### src/rtl/player_key_encoder.sv
// PS/2 set-2 WASD/Space tracker feeding player movement: keycode, keyPress, Jumping.
// Define PLAYER_ARROW_KEYS_EN to alias E0-prefixed arrow keys onto W/A/S/D.
module player_key_encoder #(
  parameter int         PREFIX_TIMEOUT = 50000,
  parameter logic [1:0] PLAY_STATE     = 2'b01
) (
  input  logic       Clk,
  input  logic       Reset,
  input  logic       scan_valid,
  input  logic [7:0] scan_code,
  input  logic       frame_tick,
  input  logic [1:0] gameState,
  output logic [3:0] keycode,
  output logic       keyPress,
  output logic       Jumping
);

  typedef enum logic [1:0] {IDLE, BRK, EXT, EXT_BRK} state_t;

  state_t      state, state_nxt;
  logic [4:0]  held, held_nxt;
  logic [15:0] tmo_cnt;
  logic        jump_q, tick_seen;
  logic        space_make;
  logic        play;
  logic        up, dn, lf, rt;

  assign play = (gameState == PLAY_STATE);

  // bit order: {Space, D, S, A, W}
  function automatic logic [4:0] plain_mask(input logic [7:0] b);
    logic [4:0] m;
    m = 5'b0;
    case (b)
      8'h1D:   m = 5'b00001;
      8'h1C:   m = 5'b00010;
      8'h1B:   m = 5'b00100;
      8'h23:   m = 5'b01000;
      8'h29:   m = 5'b10000;
      default: m = 5'b0;
    endcase
    return m;
  endfunction

  function automatic logic [4:0] ext_mask(input logic [7:0] b);
    logic [4:0] m;
    m = 5'b0;
`ifdef PLAYER_ARROW_KEYS_EN
    case (b)
      8'h75:   m = 5'b00001;
      8'h6B:   m = 5'b00010;
      8'h72:   m = 5'b00100;
      8'h74:   m = 5'b01000;
      default: m = 5'b0;
    endcase
`else
    m = {5{b[0] & 1'b0}};
`endif
    return m;
  endfunction

  always_comb begin
    state_nxt  = state;
    held_nxt   = held;
    space_make = 1'b0;
    if (scan_valid) begin
      if (scan_code == 8'h00 || scan_code == 8'hFF) begin
        held_nxt  = 5'b0;
        state_nxt = IDLE;
      end else begin
        unique case (state)
          IDLE: begin
            if (scan_code == 8'hE0)      state_nxt = EXT;
            else if (scan_code == 8'hF0) state_nxt = BRK;
            else begin
              held_nxt   = held | plain_mask(scan_code);
              space_make = (scan_code == 8'h29) && !held[4];
            end
          end
          BRK: begin
            if (scan_code == 8'hE0)      state_nxt = EXT;
            else if (scan_code != 8'hF0) begin
              held_nxt  = held & ~plain_mask(scan_code);
              state_nxt = IDLE;
            end
          end
          EXT: begin
            if (scan_code == 8'hF0)      state_nxt = EXT_BRK;
            else if (scan_code != 8'hE0) begin
              held_nxt  = held | ext_mask(scan_code);
              state_nxt = IDLE;
            end
          end
          EXT_BRK: begin
            if (scan_code == 8'hE0)      state_nxt = EXT;
            else if (scan_code != 8'hF0) begin
              held_nxt  = held & ~ext_mask(scan_code);
              state_nxt = IDLE;
            end
          end
          default: state_nxt = IDLE;
        endcase
      end
    end else if (state != IDLE && tmo_cnt == 16'(PREFIX_TIMEOUT)) begin
      state_nxt = IDLE;
    end
  end

  always_ff @(posedge Clk or posedge Reset) begin
    if (Reset) begin
      state   <= IDLE;
      held    <= 5'b0;
      tmo_cnt <= 16'd0;
    end else begin
      state <= state_nxt;
      held  <= held_nxt;
      if (scan_valid || state == IDLE)
        tmo_cnt <= 16'd0;
      else if (tmo_cnt != 16'(PREFIX_TIMEOUT))
        tmo_cnt <= tmo_cnt + 16'd1;
    end
  end

  // A fresh press restarts the two-tick hold window.
  always_ff @(posedge Clk or posedge Reset) begin
    if (Reset) begin
      jump_q    <= 1'b0;
      tick_seen <= 1'b0;
    end else if (!play) begin
      jump_q    <= 1'b0;
      tick_seen <= 1'b0;
    end else if (space_make) begin
      jump_q    <= 1'b1;
      tick_seen <= 1'b0;
    end else if (jump_q && frame_tick) begin
      if (tick_seen) begin
        jump_q    <= 1'b0;
        tick_seen <= 1'b0;
      end else begin
        tick_seen <= 1'b1;
      end
    end
  end

  assign up = held[0] & ~held[2];
  assign dn = held[2] & ~held[0];
  assign lf = held[1] & ~held[3];
  assign rt = held[3] & ~held[1];

  always_comb begin
    keycode = 4'd0;
    if (play) begin
      case ({up, dn, lf, rt})
        4'b1000: keycode = 4'd1;
        4'b0010: keycode = 4'd2;
        4'b0100: keycode = 4'd3;
        4'b0001: keycode = 4'd4;
        4'b1010: keycode = 4'd5;
        4'b1001: keycode = 4'd6;
        4'b0110: keycode = 4'd7;
        4'b0101: keycode = 4'd8;
        default: keycode = 4'd0;
      endcase
    end
  end

  assign keyPress = play & (|held);
  assign Jumping  = play & jump_q;

endmodule

### config.mk
export PLATFORM = sky130hd
export DESIGN_NAME = player_key_encoder
export DESIGN_NICKNAME = d
export VERILOG_FILES = /design/src/rtl/player_key_encoder.sv
export SDC_FILE = /design/constraint.sdc
export NUM_CORES = 1
export LEC_CHECK = 0
export CORE_ASPECT_RATIO = 1.25
export CORE_MARGIN = 8
export CORE_UTILIZATION = 54
export CTS_CLUSTER_SIZE = 30
export DETAILED_ROUTE_END_ITERATION = 10
export PLACE_DENSITY = 0.85
export SYNTH_ARGS = -nofsm -noshare
export SYNTH_HDL_FRONTEND = slang
export SYNTH_SLANG_ARGS = --single-unit
### constraint.sdc
create_clock -name Clk -period 1.9 [get_ports Clk]
set_input_delay 0.285 -clock Clk [delete_from_list [all_inputs] [get_ports Clk]]
set_output_delay 0.285 -clock Clk [all_outputs]
set_load 0.05 [all_outputs]
# Yosys cells after proc, flatten, opt, wreduce, memory -nomap -nowiden
# Memory sizes are Yosys's and may differ from the RTL's.
# Index checks and enable logic that the tools add are counted.
[word_totals] regBits=25 rom_bits=64 input_bits=14 memories=1
[op_classes] add_sub_neg=1 eq_ne=26 n_mux=43 bitwise=13 reduce_logical=17
[mem_list] memory="(no name shown)" words=16 word_bits=4 read_ports=1 rd_ports_with_merged_regs=0 wr=0 line="153" text="case ({up, dn, lf, rt})"
[op_table] operator="$mux W5" count=15
[op_table] operator="$mux W16" count=2
[op_table] operator="$pmux W5 S5" count=1
[op_table] operator="$eq A8 B5 Y1 const B" count=3
[op_table] operator="$eq A8 B8 Y1 const B" count=3
[op_table] operator="$mux W2" count=9
[op_table] operator="$add A16 B1 Y16 const B" count=1
[op_table] operator="$eq A16 B16 Y1 const B" count=1
[op_table] operator="$eq A8 B6 Y1 const B" count=2
[op_table] operator="$ne A16 B16 Y1 const B" count=1
[op_table] operator="$ne A8 B8 Y1 const B" count=2
[op_table] operator="$ne A3 B3 Y1 const B" count=5
[op_table] operator="$mux W1" count=13
[op_table] operator="$ne A5 B5 Y1 const B" count=2
[op_table] operator="$pmux W5 S2" count=1
[op_table] operator="$logic_not A8 Y1" count=1
[op_table] operator="$and A1 B1 Y1" count=6
[op_table] operator="$pmux W2 S3" count=1
[op_table] operator="$reduce_and A6 Y1" count=1
[op_table] operator="$reduce_bool A2 Y1" count=3
[op_table] operator="$and A5 B5 Y5" count=1
[op_table] operator="$ne A5 B2 Y1 const B" count=1
[op_table] operator="$not A5 Y5" count=1
[op_table] operator="$or A5 B5 Y5" count=1
[op_table] operator="14 further kinds" count=23

# Depth between registers and ports, before layout
[logic_depth] depth_word=13 depth_mapped=6 ltp_nobuf=6

# Least setup slack after synthesis
# OpenSTA, ideal clock, no wires.
[synth_path] kind="register to output" startpoint="reg held[1]" endpoint="out keycode[1]" arrival_ns=2.028 slack_ns=-0.413 path_stages_with_launch=6 n_path_buf=0 path_cell_list="dfrtp_1 > inv_1 > ha_1 > mux2_2 > nor2_1 > a211oi_1"
[synth_via] elab_chain_len=4 word_cells_on_any_way=5 classes_between="mux: 1; bitwise: 3; memory: 1"
[synth_rtl] item="start, declared" line="21" text="logic [4:0] held, held_nxt;"
[synth_rtl] item="start signal, assigned" line="116" text="held <= held_nxt;"
[synth_rtl] item="$not A1 Y1" line="148" text="assign rt = held[3] & ~held[1];"
[synth_rtl] item="$and A1 B1 Y1" line="148"
[synth_rtl] item="$mem_v2 Z16 W4 (*)"
[synth_rtl] item="$mux W4 (*)" line="152" text="if (play) begin"
[synth_rtl] item="end, declared" line="13" text="output logic [3:0] keycode,"
# Mark *: on every way between the ends. The rest lies on a longest branch, timed or not.

# Final worst setup path
[layout_path] startpoint="reg held[1]" endpoint="out keycode[2]"
# Same word-level chain as after synthesis.

==> flow_summary.json <==
{
  "critical_path.top_delay_family": "flip-flops",
  "cts_tree": "done",
  "cpMaxStageDelayCell": "dfrtp_1",
  "crit_buf_inv": 2,
  "synth-compound-area-share_pct": 10.66,
  "outcome": "finished with violations",
  "synthArstFlopShare_pct": 100.0,
  "cts-root-buf": "clkbuf_4",
  "crit_arrival_ns": 1.71,
  "die_area_um2": 4822,
  "leakagePower_nw": 0.7835,
  "nNetsFinal": 228,
  "grt_max_degree": 26,
  "post-dp-hpwl_um": 2956,
  "synth-simple-area-share_pct": 32.71,
  "htreeDepth": 1,
  "synth_top_area_cell": "dfrtp_1",
  "crit_path_max_incr_delay_ns": 0.43,
  "reg2reg_slack_ns": 0.08,
  "track_usage_pct": 17.05,
  "row_count": 21,
  "synth.avg_cell_area_um2": 8.940,
  "synthToLayoutAreaGrowth_pct": 33.20,
  "muxShareOfSynthArea_pct": 2.685,
  "cap_viol_max_count": 0,
  "finalSetupViolations": 2,
  "layout_common_cells": "23 x dfrtp_1, 17 x nor2_1, 16 x buf_4",
  "synth.distinct_cells": 44,
  "grt_pass1_wl_um": 6555,
  "yosys_register_bits": 25,
  "dr.pass1.iters": 4,
  "finClkSkew_ns": 0.007132,
  "relSlewSlack_pct": 70.90,
  "critPathLaunchType": "flop",
  "hold_class": "in -> async",
  "cts_buffers": 3,
  "drive_gt1_share_pct": 23.44,
  "die_h_um": 75.66,
  "ioPinCount": 20,
  "grt_pass1_vias": 1451,
  "fmax_mhz": 500.1,
  "via_count": 1459,
  "clock_latency_ns": 0.33,
  "die_w_um": 63.73,
  "cts_buffer_depth": 2,
  "p_total_mw": 1.016,
  "cp-end-kind": "output port",
  "crit_chain": "buf_6, ha_4, mux2_4, a21oi_2, nor2_2, buf_12",
  "setup_ws_ns": -0.09945,
  "worst_pin_slew_ns": 0.4365,
  "routed_via_density": 6.004,
  "fin_crit_ns": 1.999,
  "critical_path_class": "reg -> out",
  "synth_top_family_by_area": "simple AND/OR/NAND/NOR gates",
  "final_antenna_net_count": 0,
  "clk_pin_slew_ns": 0.14,
  "port_buffers": 19,
  "wl_um": 3999,
  "yosys.area_share.adder_pct": 3.255,
  "synthesis.nets": 190,
  "ys.flop_type": "dfrtp_1",
  "finalHoldViolations": 0,
  "post-route-period-util_pct": 105.2,
  "setup_tns_ns": -0.1649,
  "synth_cells": 172,
  "drv_slew": 0,
  "cts.sinks": 25,
  "place_ws_ns": -0.1375,
  "synth_area_um2": 1538,
  "antenna_found_initial": 0,
  "final_common_cell": "dfrtp_1",
  "core_um2": 2706,
  "place.gp.congestion": 0.8772,
  "p_per_area_nw_per_um2": 496.1,
  "yosys_warnings": 0,
  "synth_area_leaders": "dfrtp_1 41%, xnor2_1 5.7%, nor2_1 4.9%",
  "grt-ovfl-total": 0,
  "first_iter_violations": 82,
  "violations": "setup timing",
  "synth-xor-area-share_pct": 6.835,
  "cp.required_ns": 1.62,
  "initial_utilization_pct": 56.82,
  "n_antenna_cell": 0,
  "wl_per_cell_um": 16.46,
  "rsz0062_at_grt": "yes",
  "drc": 0,
  "yosysSeqAreaShare_pct": 40.68,
  "cp_max_fo": 2,
  "synth_edf_count": 0,
  "synth.top_cell.area_share_pct": 40.68,
  "vdd_ir_drop_max_mv": 0.4184
}
-- Yosys cell counts, types with 2 or more instances --
cell      count
nand4b_1      2
ha_1          4
nor4_1        5
nand3_2       2
mux2i_1       3
xor2_1        2
o22ai_1       2
or4_1         4
xnor2_1      10
a211oi_1      2
nand2_1      14
inv_1        10
o21ai_0       4
and2_1        2
o31ai_1       2
nor4bb_1      2
clkbuf_1      3
dfrtp_1      25
nor2_1       20
nand3_1       6
nand2b_1      3
nor3_1        7
nand3b_1      2
nand4_1       5
nor2b_1       3
a21oi_1      10
-- final cells by class --
class | count | area, um2
well taps | 34 | 42.54
clock buffers | 3 | 22.52
flip-flops and latches | 25 | 628.1
multi-input cells | 134 | 928.4
inverters | 10 | 37.54
fillers | 181 | 658.1
repair buffers | 36 | 381.6
clock inverters | 1 | 7.507
-- power breakdown --
group	switching, mW	internal [mW]	leakage [nW]
logic	0.103	0.106	0.425
registers	0.0187	0.541	0.344
clock network	0.167	0.0808	0.0139
total	0.289	0.728	0.784
-- worst reg2reg max path, delay by kind of cell, from the launching register on --
family / cells / cell delay (ns)
simple gates: 3 / 1.13
flops: 1 / 0.45
compound gates: 1 / 0.16
-- what timing repair did --
item	CTS	global route
pin swaps	5	2
setup buffers	4	0
setup endpoints to repair	2	3
cloned	0	0
hold buffers	0	0
gates resized for setup	12	4
-- final timing paths --
kind / start / end / cells past startpoint
max: held[1] / keycode[2] / 6
min: Reset / state[1] / 3
max reg2reg: tmo_cnt[0] / tmo_cnt[15] / 4
min reg2reg: jump_q / jump_q / 2
max in group asynchronous: Reset / held[3] / 3
min in group Clk: jump_q / jump_q / 2
-- per-stage QoR --
stage | instance area (um2) | utilization (%) | hold WS [ns] | instances
floorplan | 1553 | - | 0.3123 | 172
global placement | 1932 | 71.38 | 0.5195 | 235
detailed placement | 1932 | 71.38 | 0.5372 | 235
CTS | 2038 | 75.31 | 0.2879 | 243
global route | 2048 | 75.68 | 0.3485 | 243
finish | 2048 | 75.68 | 0.2758 | 243
-- cell families after synthesis --
logic type,count (synthesis)
flops,25
compound gates,26
mux,4
buf+inv,13
fa+ha+maj,4
xor+xnor,12
simple gates,88
-- flip-flops by register name, summed over array words and instances (netlist names) --
signal / count
state: 2
tick_seen: 1
held: 5
jump_q: 1
tmo_cnt: 16
-- metal layers --
metal | GRT usage, % | wire length, um | up-vias
met5 | 0 | 0 | -
met4 | 7.196 | 106 | 0
met3 | 2.059 | 142 | 9
met2 | 34.31 | 2168 | 41
met1 | 17.40 | 1582 | 713
li1 | - | - | 696
(Power assumes the default switching activity.)
